--- config.mk ---
export PLATFORM = sky130hd
export DESIGN_NAME = mu0_host_loader_flat
export DESIGN_NICKNAME = d
export VERILOG_FILES = /design/src/rtl/mu0_host_loader_if.sv /design/src/rtl/mu0_host_loader.sv /design/src/flat_wrapper.sv
export SDC_FILE = /design/constraint.sdc
export NUM_CORES = 1
export LEC_CHECK = 0
export ABC_AREA = 1
export CORE_AREA = 2 2 258 133
export CTS_CLUSTER_SIZE = 25
export DETAILED_ROUTE_END_ITERATION = 8
export DIE_AREA = 0 0 260 135
export SYNTH_ARGS = -nofsm -noshare
export SYNTH_HDL_FRONTEND = slang
export SYNTH_SLANG_ARGS = --single-unit
--- constraint.sdc ---
create_clock -name clk -period 2.5 [get_ports clk]
set_clock_uncertainty 0.15 [all_clocks]
set_input_delay 0.75 -clock clk [delete_from_list [all_inputs] [get_ports clk]]
set_output_delay 0.75 -clock clk [all_outputs]
set_load 0.02 [all_outputs]
--- src/rtl/mu0_host_loader_if.sv ---
// Host-loader signal bundle: UART byte streams, mu0 memory-override port and run control.
interface mu0_host_loader_if;
  logic [7:0]  rx_data;
  logic        rx_valid;
  logic        rx_ready;
  logic [7:0]  tx_data;
  logic        tx_valid;
  logic        tx_ready;
  logic        mem_ctrl;
  logic        mem_rnw;
  logic [15:0] mem_addr;
  logic [15:0] mem_wdata;
  logic [15:0] mem_rdata;
  logic        cpu_enable;
  logic        cpu_start;
  logic        cpu_done;
  logic [15:0] cpu_acc;
  logic        busy;

  modport master (
    input  rx_data, rx_valid, tx_ready, mem_rdata, cpu_done, cpu_acc,
    output rx_ready, tx_data, tx_valid, mem_ctrl, mem_rnw, mem_addr, mem_wdata,
           cpu_enable, cpu_start, busy
  );

  modport slave (
    output rx_data, rx_valid, tx_ready, mem_rdata, cpu_done, cpu_acc,
    input  rx_ready, tx_data, tx_valid, mem_ctrl, mem_rnw, mem_addr, mem_wdata,
           cpu_enable, cpu_start, busy
  );
endinterface

--- src/rtl/mu0_host_loader.sv ---
// Host byte-stream front end for the mu0 core: loads and reads memory through the
// override port, starts runs and returns the accumulator to the host.
module mu0_host_loader #(
  parameter int unsigned READ_LAT    = 2,
  parameter int unsigned RUN_TIMEOUT = 65535
) (
  input  logic              clk,
  input  logic              reset,
  mu0_host_loader_if.master bus
);

  typedef enum logic [3:0] {
    IDLE, HDR, WHI, WLO, WRITE, RADDR, RWAIT, THI, TLO,
    RUNEN, RUNGO, RUNWAIT, TACC_HI, TACC_LO, RESP
  } state_e;

  localparam logic [7:0] CMD_LOAD = 8'h4C;
  localparam logic [7:0] CMD_READ = 8'h52;
  localparam logic [7:0] CMD_GO   = 8'h47;
  localparam logic [7:0] ACK      = 8'h06;
  localparam logic [7:0] NAK      = 8'h15;
  localparam logic [7:0] DONE_TAG = 8'h44;

  state_e      state_q;
  logic        rx_ready_q, busy_q, tx_valid_q;
  logic        mem_ctrl_q, mem_rnw_q, cpu_enable_q, cpu_start_q;
  logic        is_load_q, acc_tag_q;
  logic [7:0]  tx_data_q, whi_q, lo_q;
  logic [1:0]  hdr_idx_q;
  logic [15:0] addr_q, cnt_q, mem_wdata_q, acc_q;
  logic [31:0] lat_q, run_q;
  logic [15:0] addr_d, cnt_d;
  logic        rx_fire, tx_fire, hdr_cnt_zero;

  assign addr_d       = addr_q + 16'd1;
  assign cnt_d        = cnt_q - 16'd1;
  assign rx_fire      = bus.rx_valid & rx_ready_q;
  assign tx_fire      = tx_valid_q & bus.tx_ready;
  assign hdr_cnt_zero = (cnt_q[15:8] == 8'h00) && (bus.rx_data == 8'h00);

  assign bus.rx_ready   = rx_ready_q;
  assign bus.tx_data    = tx_data_q;
  assign bus.tx_valid   = tx_valid_q;
  assign bus.mem_ctrl   = mem_ctrl_q;
  assign bus.mem_rnw    = mem_rnw_q;
  assign bus.mem_addr   = addr_q;
  assign bus.mem_wdata  = mem_wdata_q;
  assign bus.cpu_enable = cpu_enable_q;
  assign bus.cpu_start  = cpu_start_q;
  assign bus.busy       = busy_q;

  // rx_ready and busy are registered alongside the state so they track it exactly
  task automatic go(input state_e s);
    state_q    <= s;
    rx_ready_q <= (s == IDLE) || (s == HDR) || (s == WHI) || (s == WLO);
    busy_q     <= (s != IDLE);
  endtask

  task automatic respond(input logic [7:0] b);
    tx_data_q  <= b;
    tx_valid_q <= 1'b1;
    go(RESP);
  endtask

  task automatic start_read();
    mem_ctrl_q <= 1'b1;
    mem_rnw_q  <= 1'b1;
    go(RADDR);
  endtask

  always_ff @(posedge clk) begin
    if (reset) begin
      state_q      <= IDLE;
      rx_ready_q   <= 1'b0;
      busy_q       <= 1'b0;
      tx_valid_q   <= 1'b0;
      tx_data_q    <= 8'h00;
      mem_ctrl_q   <= 1'b0;
      mem_rnw_q    <= 1'b1;
      mem_wdata_q  <= 16'h0000;
      cpu_enable_q <= 1'b0;
      cpu_start_q  <= 1'b0;
      is_load_q    <= 1'b0;
      acc_tag_q    <= 1'b0;
      whi_q        <= 8'h00;
      lo_q         <= 8'h00;
      hdr_idx_q    <= 2'd0;
      addr_q       <= 16'h0000;
      cnt_q        <= 16'h0000;
      acc_q        <= 16'h0000;
      lat_q        <= '0;
      run_q        <= '0;
    end else begin
      cpu_enable_q <= 1'b0;
      unique case (state_q)
        IDLE: begin
          if (rx_fire) begin
            hdr_idx_q <= 2'd0;
            is_load_q <= (bus.rx_data == CMD_LOAD);
            if (bus.rx_data == CMD_LOAD || bus.rx_data == CMD_READ) begin
              go(HDR);
            end else if (bus.rx_data == CMD_GO) begin
              cpu_enable_q <= 1'b1;
              go(RUNEN);
            end else begin
              respond(NAK);
            end
          end else begin
            go(IDLE);
          end
        end
        HDR: if (rx_fire) begin
          hdr_idx_q <= hdr_idx_q + 2'd1;
          unique case (hdr_idx_q)
            2'd0: addr_q[15:8] <= bus.rx_data;
            2'd1: addr_q[7:0]  <= bus.rx_data;
            2'd2: cnt_q[15:8]  <= bus.rx_data;
            default: begin
              cnt_q[7:0] <= bus.rx_data;
              if (hdr_cnt_zero) begin
                if (is_load_q) respond(ACK);
                else           go(IDLE);
              end else if (is_load_q) begin
                go(WHI);
              end else begin
                start_read();
              end
            end
          endcase
        end
        WHI: if (rx_fire) begin
          whi_q <= bus.rx_data;
          go(WLO);
        end
        WLO: if (rx_fire) begin
          mem_wdata_q <= {whi_q, bus.rx_data};
          mem_ctrl_q  <= 1'b1;
          mem_rnw_q   <= 1'b0;
          go(WRITE);
        end
        WRITE: begin
          mem_ctrl_q <= 1'b0;
          mem_rnw_q  <= 1'b1;
          addr_q     <= addr_d;
          cnt_q      <= cnt_d;
          if (cnt_d == 16'h0000) respond(ACK);
          else                   go(WHI);
        end
        RADDR: begin
          lat_q <= '0;
          go(RWAIT);
        end
        // The last RWAIT cycle is READ_LAT cycles after the address was first presented
        RWAIT: begin
          if (lat_q == READ_LAT - 1) begin
            lo_q       <= bus.mem_rdata[7:0];
            tx_data_q  <= bus.mem_rdata[15:8];
            tx_valid_q <= 1'b1;
            mem_ctrl_q <= 1'b0;
            go(THI);
          end else begin
            lat_q <= lat_q + 1;
          end
        end
        THI: if (tx_fire) begin
          tx_data_q <= lo_q;
          go(TLO);
        end
        TLO: if (tx_fire) begin
          tx_valid_q <= 1'b0;
          addr_q     <= addr_d;
          cnt_q      <= cnt_d;
          if (cnt_d == 16'h0000) go(IDLE);
          else                   start_read();
        end
        RUNEN: begin
          cpu_start_q <= ~cpu_start_q;
          go(RUNGO);
        end
        RUNGO: begin
          run_q <= '0;
          go(RUNWAIT);
        end
        // cpu_done may still be stale on the first wait cycle, so it is ignored there
        RUNWAIT: begin
          if (run_q != '0 && bus.cpu_done) begin
            acc_q      <= bus.cpu_acc;
            acc_tag_q  <= 1'b0;
            tx_data_q  <= DONE_TAG;
            tx_valid_q <= 1'b1;
            go(TACC_HI);
          end else if (run_q == RUN_TIMEOUT - 1) begin
            respond(NAK);
          end else begin
            run_q <= run_q + 1;
          end
        end
        TACC_HI: if (tx_fire) begin
          if (!acc_tag_q) begin
            tx_data_q <= acc_q[15:8];
            acc_tag_q <= 1'b1;
          end else begin
            tx_data_q <= acc_q[7:0];
            go(TACC_LO);
          end
        end
        TACC_LO, RESP: if (tx_fire) begin
          tx_valid_q <= 1'b0;
          go(IDLE);
        end
        default: go(IDLE);
      endcase
    end
  end

endmodule

--- src/flat_wrapper.sv ---
// flat-port wrapper written by rule: the top's interface ports become plain ports
module mu0_host_loader_flat 
#(
  parameter int unsigned READ_LAT    = 2,
  parameter int unsigned RUN_TIMEOUT = 65535
)
  (clk, reset, bus_rx_data, bus_rx_valid, bus_tx_ready, bus_mem_rdata, bus_cpu_done, bus_cpu_acc, bus_rx_ready, bus_tx_data, bus_tx_valid, bus_mem_ctrl, bus_mem_rnw, bus_mem_addr, bus_mem_wdata, bus_cpu_enable, bus_cpu_start, bus_busy);
  mu0_host_loader_if bus_i ();
  input  logic clk;
  input  logic reset;
  input wire logic [$bits(bus_i.rx_data)-1:0] bus_rx_data;
  input wire logic [$bits(bus_i.rx_valid)-1:0] bus_rx_valid;
  input wire logic [$bits(bus_i.tx_ready)-1:0] bus_tx_ready;
  input wire logic [$bits(bus_i.mem_rdata)-1:0] bus_mem_rdata;
  input wire logic [$bits(bus_i.cpu_done)-1:0] bus_cpu_done;
  input wire logic [$bits(bus_i.cpu_acc)-1:0] bus_cpu_acc;
  output wire logic [$bits(bus_i.rx_ready)-1:0] bus_rx_ready;
  output wire logic [$bits(bus_i.tx_data)-1:0] bus_tx_data;
  output wire logic [$bits(bus_i.tx_valid)-1:0] bus_tx_valid;
  output wire logic [$bits(bus_i.mem_ctrl)-1:0] bus_mem_ctrl;
  output wire logic [$bits(bus_i.mem_rnw)-1:0] bus_mem_rnw;
  output wire logic [$bits(bus_i.mem_addr)-1:0] bus_mem_addr;
  output wire logic [$bits(bus_i.mem_wdata)-1:0] bus_mem_wdata;
  output wire logic [$bits(bus_i.cpu_enable)-1:0] bus_cpu_enable;
  output wire logic [$bits(bus_i.cpu_start)-1:0] bus_cpu_start;
  output wire logic [$bits(bus_i.busy)-1:0] bus_busy;
  assign bus_i.rx_data = bus_rx_data;
  assign bus_i.rx_valid = bus_rx_valid;
  assign bus_i.tx_ready = bus_tx_ready;
  assign bus_i.mem_rdata = bus_mem_rdata;
  assign bus_i.cpu_done = bus_cpu_done;
  assign bus_i.cpu_acc = bus_cpu_acc;
  assign bus_rx_ready = bus_i.rx_ready;
  assign bus_tx_data = bus_i.tx_data;
  assign bus_tx_valid = bus_i.tx_valid;
  assign bus_mem_ctrl = bus_i.mem_ctrl;
  assign bus_mem_rnw = bus_i.mem_rnw;
  assign bus_mem_addr = bus_i.mem_addr;
  assign bus_mem_wdata = bus_i.mem_wdata;
  assign bus_cpu_enable = bus_i.cpu_enable;
  assign bus_cpu_start = bus_i.cpu_start;
  assign bus_busy = bus_i.busy;
  mu0_host_loader #(.READ_LAT(READ_LAT), .RUN_TIMEOUT(RUN_TIMEOUT)) u_core (.clk(clk), .reset(reset), .bus(bus_i));
endmodule
### After elaboration in Yosys (flattened, before gate mapping)

Index checks and enable logic that the tools add are counted.

* $add $sub $neg: 5
* equal/unequal tests: 50
* multiplexer cells: 105
* bitwise logic cells: 5
* reduce and logical (&&, ||, !) cells: 44

Operators by type and width (count)
* two-way mux 8 bit: 18
* one-hot mux 32 bit (2 select lines): 2
* two-way mux 32 bit: 3
* one-hot mux 16 bit (3 select lines): 2
* two-way mux 4 bit: 17
* adder 32 x 1 -> 32 bit, second input constant: 2
* two-way mux 16 bit: 4
* one-hot mux 4 bit (14 select lines): 1
* one-hot mux 8 bit (7 select lines): 1
* two-way mux 1 bit: 45
* != test 2 x 1 -> 1 bit, second input constant: 19
* == test 32 x 1 -> 1 bit, second input constant: 1
* == test 32 x 16 -> 1 bit, second input constant: 1
* nonzero test 32 bit: 1
* == test 4 bit, second input constant: 7
* == test 8 x 7 -> 1 bit, second input constant: 3
* != test 2 bit, second input constant: 9
* adder 16 x 1 -> 16 bit, second input constant: 1
* == test 4 x 3 -> 1 bit, second input constant: 4
* logical NOT 16 bit: 1
* logical NOT 8 bit: 2
* AND reduction 4 bit: 4
* subtractor 16 x 1 -> 16 bit, second input constant: 1
* AND reduction 13 bit: 1
* 37 further kinds: 59

* flip-flop bits (word level): 167
* input bits: 45
* output and inout port bits: 47
* logic and storage cells: 231

### Longest topological paths before layout

Gate-level depths: netlist (run 1).

* depth in word-level cells: 6
* depth in mapped cells: 17
* gate-level depth less buffers: 17

### Least setup slack after synthesis (run 1)

No wires, ideal clock.

* path kind: input port to flip-flop
* from: input port bus_rx_data[0]
* to: register u_core.state_q[2]
* arrival: 1.940 ns
* required time: 2.218 ns
* path slack: 0.277 ns
* cell stages on the path: 12
* buffers on the path: 0
* cell sequence: nor2_1 -> nand2_1 -> nor2_1 -> nand3_1 -> ha_1 -> inv_1 -> a21oi_1 -> nand3_1 -> a31oi_1 -> nand3_1 -> nand2_1 -> a21oi_1

* longest elaborated chain between the ends: 6
* elaborated cells between the ends (all ways): 13
* classes of those cells: 3 x eq/ne; 7 x mux; 3 x reduce/logical

RTL lines
* from (decl): line flat_wrapper.sv:11 `input wire logic [$bits(bus_i.rx_data)-1:0] bus_rx_data;`
* logical NOT 8 bit: line mu0_host_loader.sv:39 `assign hdr_cnt_zero = (cnt_q[15:8] == 8'h00) && (bus.rx_data == 8'h00);`
* logical AND 1 bit: line mu0_host_loader.sv:39
* two-way mux 4 bit: line mu0_host_loader.sv:120 `if (hdr_cnt_zero) begin`
* two-way mux 4 bit: line mu0_host_loader.sv:114 `unique case (hdr_idx_q)`
* two-way mux 4 bit: line mu0_host_loader.sv:112 `HDR: if (rx_fire) begin`
* one-hot mux 4 bit (14 select lines) (*): line mu0_host_loader.sv:95 `unique case (state_q)`
* to (signal assigned): line mu0_host_loader.sv:73 `state_q <= IDLE;`
* to (decl): line mu0_host_loader.sv:24 `state_e state_q;`

Every way passes the cells marked *; elsewhere a longest branch is shown, timed or not. The select of a mux whose other input is x is not followed.
A chain may end at the register's enable or synchronous reset.

### Final worst setup path (run 1)

* from: register u_core.cpu_start_q, in the netlist u_core.bus.cpu_start
* to: output port bus_cpu_start

RTL lines
* from (decl): line mu0_host_loader.sv:26 `logic mem_ctrl_q, mem_rnw_q, cpu_enable_q, cpu_start_q;`
* from (signal assigned): line mu0_host_loader.sv:177 `cpu_start_q <= ~cpu_start_q;`
* to (decl): line flat_wrapper.sv:25 `output wire logic [$bits(bus_i.cpu_start)-1:0] bus_cpu_start;`

No word-level cell between the ends.

==> qor.txt, run 1 <==
Final #Nets = 1692
FFs w/ async S/R, synth = 0%
Worst-path cell chain = clkdlybuf4s50_1
Crit share post-route = 97.6%
R2R Path Start = u_core.state_q[1]$_SDFFE_PP0P_
Syn Area/Cell = 6.59 µm²
CP top delay family = buffers and inverters
WP data required = 1.60 ns
First-pass GRT wire length = 52200 µm
Synth cell count leaders = nand2_1, nor2_1, inv_1
Post-DR vias/cell = 4.99
Worst setup SP type = flop
Synth area leaders = dfxtp_1, nand2_1, nor2_1
Fill count = 3496
YS warnings = 0
Gp weighted congestion = 0.991
EDFF count, synth = 0
Clk sinks = 167
Worst reg2reg setup slack = 0.08 ns
Post-synthesis sequential area ratio = 34.4%
Yosys top cell by area = dfxtp_1
Hold Path Origin = u_core.acc_q[2]$_SDFFE_PP0P_
Count leader, synth = nand2_1
Setup CP Type = reg -> out
CP max FO = 2
Final wirelength = 33900 µm
Clock power share = 30.6%
Largest net degree at the start of global routing = 37
Switching part of the total = 38.5%
Dpl ws = -0.580 ns
PortBufs = 91
TritonRoute pass-1 iters = 7
TritonCTS buffer count = 17
Worst Setup End Kind = output pin
Critical path arrival = 1.54 ns
Final setup violation count = 0
Area of the multi-input gates = 5600 µm²
Sw Pwr = 3.83 mW
Final WS setup = 0.0602 ns
Reg2reg path depth = 12
Min-Delay Path Class = reg -> reg
Synthesis-stage register bit count = 167
Synth Net Count = 1535
Slew @ Worst Pin = 0.816 ns
Relative slew slack = 45.5%
Main synth FF type = dfxtp_1
Leak = 4.85 nW
Power Density = 792 nW/µm²
# rows = 47
WHS Path Cells = 2
Final hold vios = 0
Number of global-route vias before repair = 9317
Ports = 92
Synth Instances = 1475
Synth Cell Area = 9720 µm²
Fraction of layout cells with a size suffix above 1 = 13.9%
Area delta synth->final = 29.5%
Wire per inst = 16.2 µm
R2r endpoint = u_core.cnt_q[4]$_SDFFE_PP0P_
Internal = 6.14 mW
Residual DRC = 0
Max Clk Rate = 410 MHz
ANT cells = 0
Sequential Area = 3350 µm²
Initial antenna violation count = 2
CTS root buf = clkbuf_16
Die area = 35100 µm²
Die Ht = 135 µm
Iter 0 DRT Violations = 1110
Min Tclk post-route = 2.44 ns
Hold path endpoint = u_core.acc_q[2]$_SDFFE_PP0P_
All-layer global routing usage = 19.3%
Share of the synthesized area in the top cell type = 34.4%
Clock latency on the worst-skew pair = 0.45 ns
Setup TNS = 0 ns
Worst path max stage delay = 0.65 ns
CP bufs+invs = 1
Grt total ovfl = 0
Die width = 260 µm
Worst Hold Margin = 0.295 ns
ANT nets after route = 0
CP max-delay cell = clkdlybuf4s50_1
Max_cap viols = 0
Area of the core = 32600 µm²
Vias = 10401
Clock-pin transition on the worst setup and hold timing paths = 0.07 ns
Clock tree buffer depth = 2
CTS tree = done
Htree depth = 4
Logic pwr share = 37.6%
IR drop worst, VDD = 0.428 mV
Synth cell types = 55
Status = completed
Fin. max-slew vios = 0
Dpl hpwl = 26200 µm
Initial Utilization = 29.8%
Flop pwr share = 31.8%
cells in the final DEF (no fill, tap or decap), drive strengths merged, types with 2 or more instances in the layout:
cell type / n
o211a: 2
nand4: 31
o22ai: 4
clkinvlp: 4
clkdlybuf4s50: 80
nor3: 49
a21oi: 134
a211oi: 3
xnor2: 9
clkinv: 3
o21a: 5
bufinv: 5
nand3b: 7
dfxtp: 167
buf: 93
o21ai: 120
nand3: 88
nor4: 7
a221o: 3
nand2: 339
ha: 15
a31oi: 18
nor2: 209
xor2: 16
dlymetal6s2s: 10
inv: 186
clkbuf: 17
o211ai: 8
worst max-delay path by stage:
stage,from,end,slack [ns],cells past startpoint
final,u_core.bus.cpu_start$_SDFFE_PP0P_,bus_cpu_start,0.06,1
after CTS,u_core.state_q[1]$_SDFFE_PP0P_,u_core.bus.mem_addr[0]$_SDFFE_PP0P_,-0.01,11
after global routing,u_core.cnt_q[1]$_SDFFE_PP0P_,u_core.bus.tx_data[4]$_SDFFE_PP0P_,-0.01,17
after global placement,bus_rx_data[0],u_core.bus.tx_data[4]$_SDFFE_PP0P_,-0.57,14
after detailed placement,bus_rx_data[6],u_core.bus.tx_data[5]$_SDFFE_PP0P_,-0.58,10
after floorplan,bus_rx_data[0],u_core.state_q[2]$_SDFFE_PP0P_,0.28,12
per-layer routing:
layer,global-route usage [%],vias to the layer above,share of wire [%]
li1,-,5167,-
met1,31.6,4749,53
met2,22.7,450,34
met3,6.49,33,11
met4,4.34,2,1.4
met5,0,-,0.038
sequential cells by signal, indices dropped and copies added (netlist names):
register / cells
u_core.run_q: 32
u_core.lo_q: 8
u_core.lat_q: 32
u_core.whi_q: 8
u_core.cnt_q: 16
u_core.state_q: 4
u_core.bus.mem_ctrl: 1
u_core.bus.mem_rnw: 1
u_core.bus.mem_wdata: 16
u_core.bus.tx_data: 8
u_core.bus.tx_valid: 1
u_core.acc_q: 16
u_core.hdr_idx_q: 2
u_core.bus.cpu_enable: 1
u_core.acc_tag_q: 1
u_core.bus.cpu_start: 1
u_core.bus.busy: 1
u_core.bus.mem_addr: 16
u_core.is_load_q: 1
u_core.bus.rx_ready: 1
layout make-up:
cell class	instances	share of cell area [%]
sequential	167	26.6
inverter	181	5.51
timing repair inverter	2	0.109
clock inverter	15	1.91
multi-input combinational	1080	44.5
timing repair buffer	183	13.7
tap	441	4.38
clock buffer	17	3.38
kinds of logic (layout without fill, tap and decap cells):
kind of cell	after synthesis	count (layout)	share of synthesized area, %
simple gates	734	735	34.5
fa+ha+maj	15	15	1.93
compound gates	305	305	17.3
flops	167	167	34.4
xor+xnor	25	25	2.25
buf+inv	229	398	9.69
per-stage QoR:
stage                     util, %  cells  power (mW)  area, µm²
after detailed placement     35.6   2041        6.67      11600
after global routing         38.6   2086        10.5      12600
final                        38.6   2086        9.97      12600
after CTS                    37.7   2073        9.74      12300
after floorplan                 -   1475        5.34       9720
after global placement       35.6   2041        6.68      11600
power by group through the flow:
stage / Clock, mW / Combinational [mW] / Sequential, mW
6_report: 3.06 / 3.75 / 3.17
5_1_grt: 3.22 / 4.10 / 3.20
4_1_cts: 3.10 / 3.48 / 3.16
3_5_place_dp: 0 / 3.45 / 3.22
3_3_place_gp: 0 / 3.46 / 3.22
2_1_floorplan: 0 / 2.09 / 3.26
what timing repair did:
item | 4_1_cts | 5_1_grt
endpoints found under the hold margin | 0 | 0
endpoints found under the setup margin | 17 | 61
buffers inserted | 0 | 11
resized for setup | 5 | 55
hold buffers | 0 | 0
pin swaps | 0 | 15
gates cloned | 0 | 3
Note: power is estimated with default switching activity, not from simulation.
==> inputs of run 2 (changes only) <==
SLEW_MARGIN = 20   (was not set)
==> results of run 2 <==
Final layout, timing and power as in run 1 (identical DEF).
==> inputs of run 3 (changes only) <==
CAP_MARGIN = 10   (was not set)
MAX_ROUTING_LAYER = met4   (was not set)
==> run 3 against run 2 <==
Compared with the run above: routed wire length increased by 0.50%; utilization decreased by 0.46 points; highest routed layer is now met4; critical path type unchanged; cell area decreased by 1.2%.
==> qor.txt, run 3 (synthesis results as in run 1) <==
Iter 0 DRT Violations = 1203
Critical path arrival = 1.54 ns
TritonRoute pass-1 iters = 6
Min-Delay Path Class = reg -> reg
Met3 usage = 5.95%
All-layer global routing usage = 20.0%
Grt total ovfl = 0
Fraction of layout cells with a size suffix above 1 = 13.7%
Biggest regs = u_core.lat_q x32, u_core.run_q x32
R2r endpoint = u_core.bus.mem_addr[3]$_SDFFE_PP0P_
CP max-delay cell = clkdlybuf4s50_1
Final #Nets = 1694
Final WS setup = 0.0561 ns
Critical path origin = u_core.bus.mem_addr[7]$_SDFFE_PP0P_
Die width = 260 µm
Most frequent cells in the layout = nand2_1, nor2_1, inv_1
Post-Layout Cell Count = 2089
Status = completed
Met1 Resource Use GR = 32.2%
PortBufs = 91
Worst-path cell chain = clkdlybuf4s50_1
Max_cap viols = 0
Vias = 10514
Setup CP Type = reg -> out
R2R Path Start = u_core.state_q[1]$_SDFFE_PP0P_
Final hold vios = 0
Clk sinks = 167
Final wirelength = 34000 µm
CP max FO = 6
# rows = 47
Crit share post-route = 97.8%
Clock-pin transition on the worst setup and hold timing paths = 0.07 ns
Ports = 92
Final setup violation count = 0
Met2 Use GR = 22.9%
Hold Buf Count CTS = 0
Area of the core = 32600 µm²
Number of global-route vias before repair = 9352
ANT nets after route = 0
Worst setup SP type = flop
Dpl ws = -0.591 ns
Clock tree buffer depth = 2
Die area = 35100 µm²
Largest net degree at the start of global routing = 46
Leak = 4.78 nW
Reg2reg path depth = 12
CTS tree = done
WP data required = 1.60 ns
IR drop worst, VDD = 0.534 mV
Htree depth = 4
Area delta synth->final = 28.0%
Worst Hold Margin = 0.292 ns
CP top delay family = buffers and inverters
Dpl cells = 2046
Worst reg2reg setup slack = 0.14 ns
Slew @ Worst Pin = 0.796 ns
Dpl hpwl = 26500 µm
Wire per inst = 16.3 µm
Fin. max-slew vios = 0
Most Used Layer, Global Route = met1
Most common cell after layout, fill and taps aside = nand2_1
Worst path max stage delay = 0.65 ns
Worst Setup End Kind = output pin
TritonCTS buffer count = 17
CP bufs+invs = 1
Initial antenna violation count = 1
Critical Path End = bus_mem_addr[7]
Post-DR vias/cell = 5.03
Max Clk Rate = 409 MHz
Relative slew slack = 46.9%
CTS root buf = clkbuf_16
Gp weighted congestion = 0.975
Power Density = 763 nW/µm²
Min Tclk post-route = 2.44 ns
First-pass GRT wire length = 52600 µm
Initial Utilization = 29.8%
Residual DRC = 0
WP depth = 1
Clock latency on the worst-skew pair = 0.45 ns
Die Ht = 135 µm
==> run 3: cell types whose count changed in the layout (fill, tap and decap cells not counted), sizes merged, moves of 2 or more <==
cell / delta
buf: +4
bufinv: -3
clkbuf: +2
clkinv: +3
diode: +2
inv: -4
==> run 3: area by class of cell <==
type                            instances  area (µm²)
Fill cell                            3404       20200
Multi-Input combinational cell       1079        5560
Sequential cell                       167        3350
Timing Repair Buffer                  188        1710
Inverter                              181         696
Tap cell                              441         552
Clock buffer                           18         429
Clock inverter                         13         145
Antenna cell                            2        5.00
==> run 3: metal layers <==
layer	vias to the layer above	part of all wire, %
li1	5173	-
met1	4795	54
met2	522	35
met3	24	11
met4	0	0.84
met5	-	0
==> run 3: where the power goes <==
part           internal, mW  switching [mW]  total (mW)  leakage (nW)
registers              2.90           0.273        3.17          1.35
clock network          1.48            1.20        2.68         0.274
logic                  1.40            2.24        3.64          3.15
total                  5.78            3.71        9.49          4.78
==> run 3: repair_timing <==
action,CTS,global route
endpoints found under the hold margin,0,0
pin swaps,0,18
setup endpoints to repair,16,65
resized for setup,4,50
buffers inserted,0,10
==> run 3: worst min path at each step <==
stage / endpoint / slack (ns) / start / cells past startpoint
5_1_grt: u_core.acc_q[0]$_SDFFE_PP0P_ / 0.31 / u_core.acc_q[0]$_SDFFE_PP0P_ / 2
2_1_floorplan: u_core.acc_q[0]$_SDFFE_PP0P_ / 0.27 / u_core.acc_q[0]$_SDFFE_PP0P_ / 2
3_3_place_gp: u_core.acc_q[2]$_SDFFE_PP0P_ / 0.28 / u_core.acc_q[2]$_SDFFE_PP0P_ / 2
3_5_place_dp: u_core.acc_q[2]$_SDFFE_PP0P_ / 0.29 / u_core.acc_q[2]$_SDFFE_PP0P_ / 2
4_1_cts: u_core.acc_q[2]$_SDFFE_PP0P_ / 0.29 / u_core.acc_q[2]$_SDFFE_PP0P_ / 2
6_report: u_core.acc_q[2]$_SDFFE_PP0P_ / 0.29 / u_core.acc_q[2]$_SDFFE_PP0P_ / 2
==> run 3: stage by stage <==
step                total power, mW  setup TNS, ns  area [µm²]  utilization (%)
finish                         9.49              0       12400             38.1
global placement               6.63         -11.85       11600             35.6
global route                   10.0       -0.00945       12400             38.1
detailed placement             6.64         -13.73       11600             35.6
CTS                            9.35       -0.00722       12200             37.4
floorplan                      5.34              0        9720                -
